[src/rtl/ex_mem_pkg.sv]
// ex_mem_pkg: op codes, overflow cause, FSM states and the EX/MEM entry type
package ex_mem_pkg;
  localparam logic [4:0] ALU_ADD_S = 5'b10000;
  localparam logic [4:0] ALU_SUB_S = 5'b10010;
  localparam logic [4:0] EXC_OV = 5'd12;
  typedef enum logic {RUN, TRAP} state_t;
  typedef struct packed {
    logic [31:0] pc;
    logic [31:0] result;
    logic        zero;
    logic        wb_en;
    logic [4:0]  wb_addr;
    logic        mem_wr;
    logic [31:0] store_data;
  } entry_t;
  function automatic logic is_ov_op(input logic [4:0] op);
    return op == ALU_ADD_S || op == ALU_SUB_S;
  endfunction
endpackage

[src/rtl/ex_mem_skid.sv]
// ex_mem_skid: in-order entry buffer, depth 1 (combinational ready) or 2 (registered ready)
module ex_mem_skid
  import ex_mem_pkg::*;
#(
  parameter int DEPTH = 1
) (
  input  logic   clk,
  input  logic   rst,
  input  logic   flush,
  input  logic   push,
  input  entry_t din,
  output logic   ready,
  output logic   out_valid,
  output entry_t dout,
  input  logic   out_ready
);
  logic   sk_v;
  entry_t sk_d;
  assign ready = (DEPTH == 2) ? !sk_v : (!out_valid || out_ready);
  always_ff @(posedge clk or posedge rst) begin
    if (rst) begin
      out_valid <= 1'b0;
      dout      <= '0;
      sk_v      <= 1'b0;
      sk_d      <= '0;
    end else if (flush) begin
      out_valid <= 1'b0;
      sk_v      <= 1'b0;
    end else if (!out_valid || out_ready) begin
      out_valid <= sk_v || push;
      if (sk_v) dout <= sk_d;
      else if (push) dout <= din;
      sk_v <= 1'b0;
    end else if (push) begin
      sk_v <= 1'b1;
      sk_d <= din;
    end
  end
endmodule

[src/rtl/ex_mem_stage.sv]
// ex_mem_stage: EX/MEM register with overflow trap FSM; define EX_MEM_SKID_EN for a 2-entry skid buffer
module ex_mem_stage
  import ex_mem_pkg::*;
#(
  parameter logic [4:0] EXC_CODE_OV = 5'd12
) (
  input  logic        clk,
  input  logic        rst,
  input  logic        in_valid,
  input  logic [31:0] in_pc,
  input  logic [31:0] in_result,
  input  logic        in_zero,
  input  logic        in_overflow,
  input  logic [4:0]  in_op,
  input  logic        in_wb_en,
  input  logic [4:0]  in_wb_addr,
  input  logic        in_mem_wr,
  input  logic [31:0] in_store_data,
  output logic        in_ready,
  input  logic        flush,
  output logic        out_valid,
  output logic [31:0] out_pc,
  output logic [31:0] out_result,
  output logic        out_zero,
  output logic        out_wb_en,
  output logic [4:0]  out_wb_addr,
  output logic        out_mem_wr,
  output logic [31:0] out_store_data,
  input  logic        out_ready,
  output logic        exc_valid,
  output logic [31:0] exc_epc,
  output logic [4:0]  exc_code
);
`ifdef EX_MEM_SKID_EN
  localparam int DEPTH = 2;
`else
  localparam int DEPTH = 1;
`endif
  state_t state, state_nx;
  logic   buf_ready, push, trap;
  entry_t din, dout;
  always_ff @(posedge clk or posedge rst) begin
    if (rst) state <= RUN;
    else state <= state_nx;
  end
  always_comb state_nx = flush ? RUN : trap ? TRAP : state;
  always_comb in_ready = (state == TRAP) || buf_ready;
  assign push = in_valid && in_ready && state == RUN && !flush;
  assign trap = push && in_overflow && is_ov_op(in_op);
  always_comb begin
    din.pc         = in_pc;
    din.result     = in_result;
    din.zero       = in_zero;
    din.wb_en      = in_wb_en && !trap;
    din.wb_addr    = in_wb_addr;
    din.mem_wr     = in_mem_wr && !trap;
    din.store_data = in_store_data;
  end
  always_ff @(posedge clk or posedge rst) begin
    if (rst) begin
      exc_valid <= 1'b0;
      exc_epc   <= '0;
      exc_code  <= '0;
    end else begin
      exc_valid <= trap;
      if (trap) begin
        exc_epc  <= in_pc;
        exc_code <= EXC_CODE_OV;
      end
    end
  end
  ex_mem_skid #(.DEPTH(DEPTH)) u_buf (
    .clk      (clk),
    .rst      (rst),
    .flush    (flush),
    .push     (push),
    .din      (din),
    .ready    (buf_ready),
    .out_valid(out_valid),
    .dout     (dout),
    .out_ready(out_ready)
  );
  assign out_pc         = dout.pc;
  assign out_result     = dout.result;
  assign out_zero       = dout.zero;
  assign out_wb_en      = dout.wb_en;
  assign out_wb_addr    = dout.wb_addr;
  assign out_mem_wr     = dout.mem_wr;
  assign out_store_data = dout.store_data;
endmodule

[config.mk]
export PLATFORM = sky130hd
export DESIGN_NAME = ex_mem_stage
export DESIGN_NICKNAME = d
export VERILOG_FILES = /design/src/rtl/ex_mem_pkg.sv /design/src/rtl/ex_mem_skid.sv /design/src/rtl/ex_mem_stage.sv
export SDC_FILE = /design/constraint.sdc
export NUM_CORES = 1
export LEC_CHECK = 0
export ABC_AREA = 1
export ABC_CLOCK_PERIOD_IN_PS = 9660
export CORE_MARGIN = 1
export CORE_UTILIZATION = 48
export CTS_CLUSTER_DIAMETER = 80
export DETAILED_ROUTE_END_ITERATION = 8
export PLACE_DENSITY = 0.78
export SETUP_SLACK_MARGIN = 0.5
export SLEW_MARGIN = 20
export SYNTH_ARGS = -nofsm -noshare
export SYNTH_HDL_FRONTEND = slang
export SYNTH_SLANG_ARGS = --single-unit
[constraint.sdc]
create_clock -name clk -period 9.66 [get_ports clk]
set_clock_uncertainty 0.15 [all_clocks]
set_input_delay 1.449 -clock clk [delete_from_list [all_inputs] [get_ports clk]]
set_output_delay 1.449 -clock clk [all_outputs]
set_load 0.005 [all_outputs]
==> flow_summary.ini <==
[run_status]
outcome = completed

[sta]
timing.slew.headroom_pct = 34.4
period_share_pct = 43.0
setup_viol = 0
finalCriticalPeriod_ps = 4160
rsz0062_at_grt = no
max_freq_mhz = 241
worst_pin_slew_ps = 985
tns_ps = 0
hold_viol_final = 0
drv_slew = 0

[routing]
drt_pre_antenna_iters = 5
totalWireLength_um = 22400
ant_nets = 0
vias_per_cell = 4.63
dr_total_vias = 7118
first_iter_violations = 355
drc = 0
wl_per_cell_um = 14.6

[die]
core_um2 = 19500
start_util_pct = 49.1
die_h_um = 143
io_pins = 259
die_area_um2 = 20500
num_rows = 51
dieWidth_um = 143

[placement]
place.port_buffers = 254
dp.cells = 1492
dp_hpwl_um = 13900
place_area_um2 = 11900
place_congestion = 0.784

[worst_setup_path]
crit_start = out_ready
rrSetupSlack_ps = 6030
end_kind = primary output
reg2regPathDepth = 7
r2r-end = u_buf.dout[38]
cp.required_ps = 8060
r2r_start = u_buf.sk_v
critPathLaunchType = input port
crit_fanout = 3
cp.arrival_ps = 2560
critPathKind = input port to primary output
setup.worst_path.end = in_ready

[cells_and_area]
utilization_pct = 65.6
area_delta_synth_final_pct = 33.7
drive_above_1_share_pct = 4.41
fin_area_um2 = 12800
fin_cells = 1537
final_nets = 1369

[global_routing]
grt_pass1_wl_um = 36200
grt_antenna_before_repair = 1
grt_pass1_vias = 7283
grt_max_degree = 95
grt.overflow.total = 0
grt_usage_pct = 22.3

[cts]
path_clk_slew_ps = 60
clock_path_buffers = 3
post_cts_buffers = 0
cts_buffers = 25
cts_hold_buf = 0
clock_sinks = 245
cts_tree = yes
cts.htree.levels = 1
clock-root-buffer = clkbuf_16
post_cts_resize_count = 0
clkLatencyLatePin_ps = 500

[yosys]
synth_warnings = 0
avgSynthCellArea_um2 = 8.53
yosys-top-cells-area = dfrtp_1 (64%), nand2_1 (23%), clkbuf_1 (5.1%), o21ai_0 (3.4%), inv_1 (1.7%)
yosysTopAreaCell = dfrtp_1
synthesis.area_um2 = 9580
yosysMostFrequentCell = nand2_1
synth_edf_count = 0
synth_top_cell_area_share_pct = 64.0
synth_fa_ha_area_share_pct = 0
ys_ff_latch = 245
netlist_top_cells_count = nand2_1 (591), dfrtp_1 (245), clkbuf_1 (130)
synth-compound-area-share_pct = 3.50
async_flop_share_pct = 100
synth_flop_cell = dfrtp_1
synthMuxAreaShare_pct = 0
synth_seq_area_share_pct = 64.0
synth_top_family_by_area = simple AND/OR/NAND/NOR gates
synthCells = 1123
ys_types = 14
yosys.area_share.simple_pct = 23.8
synth-xor-area-share_pct = 0

[pwr]
cellPowerDensity_nw_per_um2 = 205
power_mw = 2.63
irDropWorstVdd_mv = 0.121
p_leak_nw = 6.60

[run]
maxCapViolCount = 0

[worst_hold_path]
hold_path_class = flop to flop
-- sequential cells by signal, summed over array words and instances, names as in the netlist --
| register | count |
|---|---|
| exc_epc | 32 |
| u_buf.sk_d | 104 |
| u_buf.out_valid | 1 |
| u_buf.sk_v | 1 |
| state | 1 |
| exc_valid | 1 |
| u_buf.dout | 104 |
| exc_code | 1 |
-- power by group --
part,internal [mW],switching [mW],total [mW],leakage [nW]
Combinational,0.238,0.161,0.399,2.92
Clock,0.673,0.391,1.06,0.452
Sequential,1.12,0.0514,1.17,3.23
-- cells in the final DEF, fill, tap and decap left out, drive strengths merged --
master,instances
dfrtp,245
or2,1
clkinv,5
inv,46
conb,3
buf,7
nand2,591
clkinvlp,1
clkbuf,32
diode,1
nor2,9
o21ai,65
clkdlybuf4s50,254
bufinv,6
a21oi,2
nand3,4
-- worst max-delay path: stages --
cell             delay, ps
clkdlybuf4s50_1        450
inv_1                   70
nand3_1                 90
clkdlybuf4s50_1        500
-- cells by family after synthesis --
kind of cell / Yosys count
buffers and inverters: 205
and+or+nand+nor: 605
AOI/OAI and AO/OA: 67
DFF: 245
other: 1
-- stage by stage --
stage / setup WS (ps) / hold slack, ps
floorplan: 1330 / 279
global placement: 4950 / 215
detailed placement: 4950 / 216
CTS: 5470 / 229
global route: 5300 / 231
finish: 5500 / 224
-- layer usage --
| layer | GRT usage (%) | wire [um] | share of wire [%] | vias to the layer above |
|---|---|---|---|---|
| met3 | 7.14 | 2210 | 9.9 | 33 |
| met2 | 35.4 | 10100 | 45 | 232 |
| met1 | 29.4 | 9680 | 43 | 3299 |
| li1 | - | - | - | 3554 |
| met5 | 0 | 0 | 0 | - |
| met4 | 6.44 | 439 | 2.0 | 0 |
-- how the worst min path moves through the flow --
stage	start	depth (start not counted)	slack [ps]	to
after detailed placement	u_buf.sk_d[102]	0	220	u_buf.sk_d[102]
after global placement	u_buf.sk_d[43]	0	210	u_buf.sk_d[43]
after CTS	u_buf.sk_d[68]	0	230	u_buf.sk_d[68]
final	u_buf.sk_d[68]	0	220	u_buf.sk_d[68]
after global routing	u_buf.sk_d[48]	0	230	u_buf.sk_d[48]
after floorplan	u_buf.sk_d[69]	1	280	u_buf.sk_d[69]
-- area by class of cell --
type / count / area (um2)
fill: 1534 / 6720
timing repair buffer: 261 / 2590
multi-input combinational: 675 / 2640
clock buffer: 32 / 702
tap: 265 / 332
antenna: 1 / 2.50
inverter: 46 / 181
sequential: 245 / 6130
clock inverter: 12 / 220
Power figures use the tool's default switching activity.
